--- src/rtl/timer_digit_formatter.sv ---
// Converts an 8-bit seconds count to M:SS digits by repeated subtraction,
// and derives the low-time warning, the blink gate and the time-up flag.
module timer_digit_formatter #(
    parameter logic [7:0]  LOW_THRESH = 8'd30,
    parameter logic [23:0] BLINK_HALF = 24'd5000000
) (
    input  logic       clock_i,
    input  logic       reset_n_i,
    input  logic [7:0] seconds_in_i,
    input  logic       force_update_i,
    output logic [3:0] minutes_o,
    output logic [3:0] sec_tens_o,
    output logic [3:0] sec_ones_o,
    output logic       digits_valid_o,
    output logic       update_pulse_o,
    output logic       busy_o,
    output logic       low_time_o,
    output logic       time_up_o,
    output logic       display_on_o
);

    // state  | meaning
    // IDLE   | waiting for a new value, a force request or the first conversion
    // MIN    | subtracting 60 per cycle, counting minutes
    // TEN    | subtracting 10 per cycle, counting tens of seconds
    // LOAD   | publishing digits and flags
    typedef enum logic [1:0] {S_IDLE, S_MIN, S_TEN, S_LOAD} state_t;

    state_t      state_q, state_d;
    logic [7:0]  work_q, work_d;
    logic [7:0]  last_val_q, last_val_d;
    logic [2:0]  min_acc_q, min_acc_d;
    logic [2:0]  tens_acc_q, tens_acc_d;
    logic        first_q, first_d;
    logic [3:0]  minutes_q, minutes_d;
    logic [3:0]  sec_tens_q, sec_tens_d;
    logic [3:0]  sec_ones_q, sec_ones_d;
    logic        digits_valid_q, digits_valid_d;
    logic        update_pulse_q, update_pulse_d;
    logic        low_time_q, low_time_d;
    logic        time_up_q, time_up_d;
    logic [23:0] blink_cnt_q, blink_cnt_d;
    logic        phase_q, phase_d;
    logic        start;

    assign start = first_q || (seconds_in_i != last_val_q) || force_update_i;

    always_ff @(posedge clock_i or negedge reset_n_i) begin
        if (!reset_n_i) begin
            state_q <= S_IDLE;
        end else begin
            state_q <= state_d;
        end
    end

    always_comb begin
        state_d = state_q;
        case (state_q)
            S_IDLE: if (start) state_d = S_MIN;
            S_MIN:  if (work_q < 8'd60) state_d = S_TEN;
            S_TEN:  if (work_q < 8'd10) state_d = S_LOAD;
            S_LOAD: state_d = S_IDLE;
            default: state_d = S_IDLE;
        endcase
    end

    always_comb begin
        busy_o         = (state_q != S_IDLE);
        minutes_o      = minutes_q;
        sec_tens_o     = sec_tens_q;
        sec_ones_o     = sec_ones_q;
        digits_valid_o = digits_valid_q;
        update_pulse_o = update_pulse_q;
        low_time_o     = low_time_q;
        time_up_o      = time_up_q;
        display_on_o   = low_time_q ? phase_q : 1'b1;
    end

    always_comb begin
        work_d         = work_q;
        last_val_d     = last_val_q;
        min_acc_d      = min_acc_q;
        tens_acc_d     = tens_acc_q;
        first_d        = first_q;
        minutes_d      = minutes_q;
        sec_tens_d     = sec_tens_q;
        sec_ones_d     = sec_ones_q;
        digits_valid_d = digits_valid_q;
        update_pulse_d = 1'b0;
        low_time_d     = low_time_q;
        time_up_d      = time_up_q;
        case (state_q)
            S_IDLE: begin
                if (start) begin
                    work_d     = seconds_in_i;
                    last_val_d = seconds_in_i;
                    min_acc_d  = 3'd0;
                    tens_acc_d = 3'd0;
                    first_d    = 1'b0;
                end
            end
            S_MIN: begin
                if (work_q >= 8'd60) begin
                    work_d    = work_q - 8'd60;
                    min_acc_d = min_acc_q + 3'd1;
                end
            end
            S_TEN: begin
                if (work_q >= 8'd10) begin
                    work_d     = work_q - 8'd10;
                    tens_acc_d = tens_acc_q + 3'd1;
                end
            end
            S_LOAD: begin
                minutes_d      = {1'b0, min_acc_q};
                sec_tens_d     = {1'b0, tens_acc_q};
                sec_ones_d     = work_q[3:0];
                time_up_d      = (last_val_q == 8'd0);
                low_time_d     = (last_val_q != 8'd0) && (last_val_q <= LOW_THRESH);
                digits_valid_d = 1'b1;
                update_pulse_d = 1'b1;
            end
            default: ;
        endcase
    end

    // Restart the blink on the warning's rising edge so the first interval is full length.
    always_comb begin
        blink_cnt_d = blink_cnt_q + 24'd1;
        phase_d     = phase_q;
        if (low_time_d && !low_time_q) begin
            blink_cnt_d = 24'd0;
            phase_d     = 1'b1;
        end else if (blink_cnt_q == BLINK_HALF - 24'd1) begin
            blink_cnt_d = 24'd0;
            phase_d     = ~phase_q;
        end
    end

    always_ff @(posedge clock_i or negedge reset_n_i) begin
        if (!reset_n_i) begin
            work_q         <= 8'd0;
            last_val_q     <= 8'd0;
            min_acc_q      <= 3'd0;
            tens_acc_q     <= 3'd0;
            first_q        <= 1'b1;
            minutes_q      <= 4'd0;
            sec_tens_q     <= 4'd0;
            sec_ones_q     <= 4'd0;
            digits_valid_q <= 1'b0;
            update_pulse_q <= 1'b0;
            low_time_q     <= 1'b0;
            time_up_q      <= 1'b0;
            blink_cnt_q    <= 24'd0;
            phase_q        <= 1'b1;
        end else begin
            work_q         <= work_d;
            last_val_q     <= last_val_d;
            min_acc_q      <= min_acc_d;
            tens_acc_q     <= tens_acc_d;
            first_q        <= first_d;
            minutes_q      <= minutes_d;
            sec_tens_q     <= sec_tens_d;
            sec_ones_q     <= sec_ones_d;
            digits_valid_q <= digits_valid_d;
            update_pulse_q <= update_pulse_d;
            low_time_q     <= low_time_d;
            time_up_q      <= time_up_d;
            blink_cnt_q    <= blink_cnt_d;
            phase_q        <= phase_d;
        end
    end

endmodule

--- config.mk ---
export PLATFORM = sky130hd
export DESIGN_NAME = timer_digit_formatter
export DESIGN_NICKNAME = d
export VERILOG_FILES = /design/src/rtl/timer_digit_formatter.sv
export SDC_FILE = /design/constraint.sdc
export NUM_CORES = 1
export LEC_CHECK = 0
export ABC_AREA = 1
export CORE_MARGIN = 4
export CORE_UTILIZATION = 55
export CTS_BUF_LIST = sky130_fd_sc_hd__clkbuf_4 sky130_fd_sc_hd__clkbuf_8
export DETAILED_ROUTE_END_ITERATION = 16
export GPL_TIMING_DRIVEN = 0
export PLACE_DENSITY_LB_ADDON = 0.3
export SLEW_MARGIN = 10
export SYNTH_ARGS = -nofsm -noshare
export SYNTH_HDL_FRONTEND = slang
export SYNTH_SLANG_ARGS = --single-unit
--- constraint.sdc ---
create_clock -name clock_i -period 1.53 [get_ports clock_i]
set_input_delay 0.306 -clock clock_i [delete_from_list [all_inputs] [get_ports clock_i]]
set_output_delay 0.306 -clock clock_i [all_outputs]
set_load 0.05 [all_outputs]
==> results.ini <==
[status]
violations=negative setup slack
outcome=finished with violations

[critical_path]
criticalPathCategory=in2reg
critPathMaxStageDelay_ps=480
cpMostUsedCell=nand2_1
critical_path_required_ps=1810
cp_num_buf_inv=4
path_delay_family=buffers and inverters
worstPathArrival_ps=2020
cp_cell_sequence=clkdlybuf4s50_1, inv_1, nand2_1, a21oi_2, nand3_4, buf_12, buf_8, nand3_2, nand2_1, nand2_1
slowest_stage=clkdlybuf4s50_1
worstPathMaxFanout=4
cp-start-kind=input pin
cp-end-kind=flop

[yosys]
postSynthAreaPerCell_sq_um=7.82
synth-compound-area-share_pct=7.74
synth.distinct_cells=38
yosysWarnings=0
muxShareOfSynthArea_pct=0
synth_xor_area_share_pct=4.02
synth-simple-area-share_pct=32.7
synthAdderAreaFrac_pct=3.72
ys.flop_type=dfrtp_1
synth_edf_count=0
syn_inst=473
ys_ff_latch=64
async_flop_share_pct=100
synth_top_family_by_area=simple AND/OR/NAND/NOR gates
yosysSeqAreaShare_pct=43.3
synth_area_sq_um=3700

[clock_network]
cts.sinks=64
ctsLongestPathBuffers=2
cts_tree=built
root_buffer=clkbuf_8
htreeDepth=3
cts_buffers=9
clk_latency_ps=350
path_clk_slew_ps=70

[power_and_ir_drop]
pwr-share-seq_pct=24.4
powerDensity_nw_per_um2=2220
p_switching_w=0.00545
power.internal_w=0.00624
power_frac_comb_pct=60.9
peakVddDrop_mv=1.72
clkPwrFrac_pct=14.7
swShare_pct=46.6
cellLeakagePower_nw=2.53

[detailed_routing]
drc=0
drt-initial-drc-count=263
ant_nets=0
wl_met2_mm=5.72
route.met3.wl_microns=838
top_layer=met4
wl_mm=11.7
wl_met1_mm=4.49
post_drt_wl_per_cell_microns=18.4
first_pass_iters=5
vias=3746
routed_via_density=5.86

[floorplanning]
pin_count=29
num_rows=29
initial_core_util_pct=57.3
core_area_sq_um=6460
die_x_microns=90.0
die-area_sq_um=8110
fp.dieH_microns=90.0

[hold_path]
hold_class=in2async

[placement]
dp_hpwl_mm=5.84
dp_cells=577
port-buffer-count=26
gp_congestion=0.917
dpl_cell_area_sq_um=4080

[sta]
grt_setup_unrepaired=true
fin_ws_ps=-209
skew_ps=12.8
report.final.setup_viol=46
max_clock_freq_ghz=0.575
whs_ps=57.1
period_share_pct=114
slew_headroom_pct=44.7
drv_slew=0
min_period_ps=1740
tightest_slew_ps=829
finalHoldViolations=0

[global_routing]
grt_max_degree=65
gr-total-overflow=0
grt_first_pass_wirelength_mm=15.9
antenna_found_initial=0
first_global_vias=3379
grt.total_usage_pct=24.3

[cells_and_area]
area_growth_syn_to_layout_pct=42.0
nNetsFinal=579
final_core_util_pct=81.4
drive_above_1_share_pct=38.8
n_fill_cell=343
stdcell_area_sq_um=5260
final_cells=639
diodes=0
final_common_cell=nand2_1
mostFrequentLayoutCells=nand2_1, dfrtp_1, nor2_1, inv_1, buf_4

[job]
cap_violations=0

==> path summary, 6_finish.rpt <==
kind | from | end | slack (ps) | cells past startpoint
hold reg to reg | minutes_o[2]$_DFFE_PN0P_ | minutes_o[2]$_DFFE_PN0P_ | 470 | 2
max in group asynchronous | reset_n_i | last_val_q[6]$_DFFE_PN0P_ | 870 | 1
hold / removal | reset_n_i | minutes_o[2]$_DFFE_PN0P_ | 60 | 1
setup / recovery | seconds_in_i[2] | work_q[0]$_DFFE_PN0P_ | -210 | 10
min in group clock_i | seconds_in_i[5] | last_val_q[5]$_DFFE_PN0P_ | 400 | 3
setup reg to reg | last_val_q[1]$_DFFE_PN0P_ | work_q[0]$_DFFE_PN0P_ | -160 | 11
==> power by group through the flow <==
stage / sequential, W / clock [W] / combinational [W]
after floorplan: 0.00303 / 0 / 0.00294
after detailed placement: 0.00272 / 0 / 0.00437
after CTS: 0.00274 / 0.00170 / 0.00541
final: 0.00286 / 0.00172 / 0.00711
after global placement: 0.00268 / 0 / 0.00422
after global routing: 0.00291 / 0.00182 / 0.00755
==> worst reg2reg max path, delay by kind of cell (launching register included) <==
kind	cells	cell delay [ps]
flip-flops	1	440
buffers and inverters	2	300
AND/OR/NAND/NOR	9	870
==> metrics by stage <==
stage | power (W) | setup slack, ps | TNS, ps
after floorplan | 0.00597 | 0.965 | 0
after global placement | 0.00690 | -1950 | -136000
after detailed placement | 0.00710 | -429 | -15770
after CTS | 0.00985 | -170 | -1010
after global routing | 0.0123 | -246 | -6080
final | 0.0117 | -209 | -4650
==> area by class of cell <==
cell class              count  area (sq um)  share of cell area (%)
repair buffers             73           698                    13.3
well taps                  77          96.3                    1.83
plain buffers              11           119                    2.26
inverters                  58           244                    4.64
flip-flops and latches     64          1610                    30.7
clock buffers              13           166                    3.17
multi-input cells         340          2250                    42.9
clock inverters             3          65.1                    1.24
==> flip-flops by register name (all words and copies together), names as in the netlist <==
name / cells
blink_cnt_q: 24
digits_valid_o: 1
first_q: 1
last_val_q: 8
low_time_o: 1
min_acc_q: 3
minutes_o: 3
phase_q: 1
sec_ones_o: 4
sec_tens_o: 3
state_q: 2
tens_acc_q: 3
time_up_o: 1
update_pulse_o: 1
work_q: 8
==> cell families (layout without fill, tap and decap cells) <==
kind of cell / after synthesis / after routing
other: 1 / 2
flip-flops: 64 / 64
buffers and inverters: 70 / 158
adder cells (fa/ha/maj): 11 / 11
AO/OA/AOI/OAI: 50 / 50
XOR/XNOR: 17 / 17
AND/OR/NAND/NOR: 260 / 260
==> synthesized netlist by cell type, types with 5 or more instances <==
cell type,count,area share (%)
nand2_1,124,13
dfrtp_1,62,42
inv_1,54,5.5
nor2_1,54,5.5
nand3_1,33,4.5
o21ai_0,22,3.0
nand4_1,13,2.2
xor2_1,12,2.8
a21oi_1,11,1.5
ha_1,11,3.7
nand2_2,8,1.4
o21ai_2,6,1.4
xnor2_1,5,1.2
==> per-layer routing <==
layer	global-route usage (%)	vias to the layer above
met5	0	-
met4	12.2	0
met3	4.01	73
met2	38.4	218
met1	32.3	1775
li1	-	1680
==> timing repair <==
action	4_1_cts	5_1_grt
cloned	1	2
pin swaps	20	33
buffers inserted	26	19
setup endpoints to repair	75	61
hold buffers	0	0
resized for setup	105	125
(Power assumes the default switching activity.)
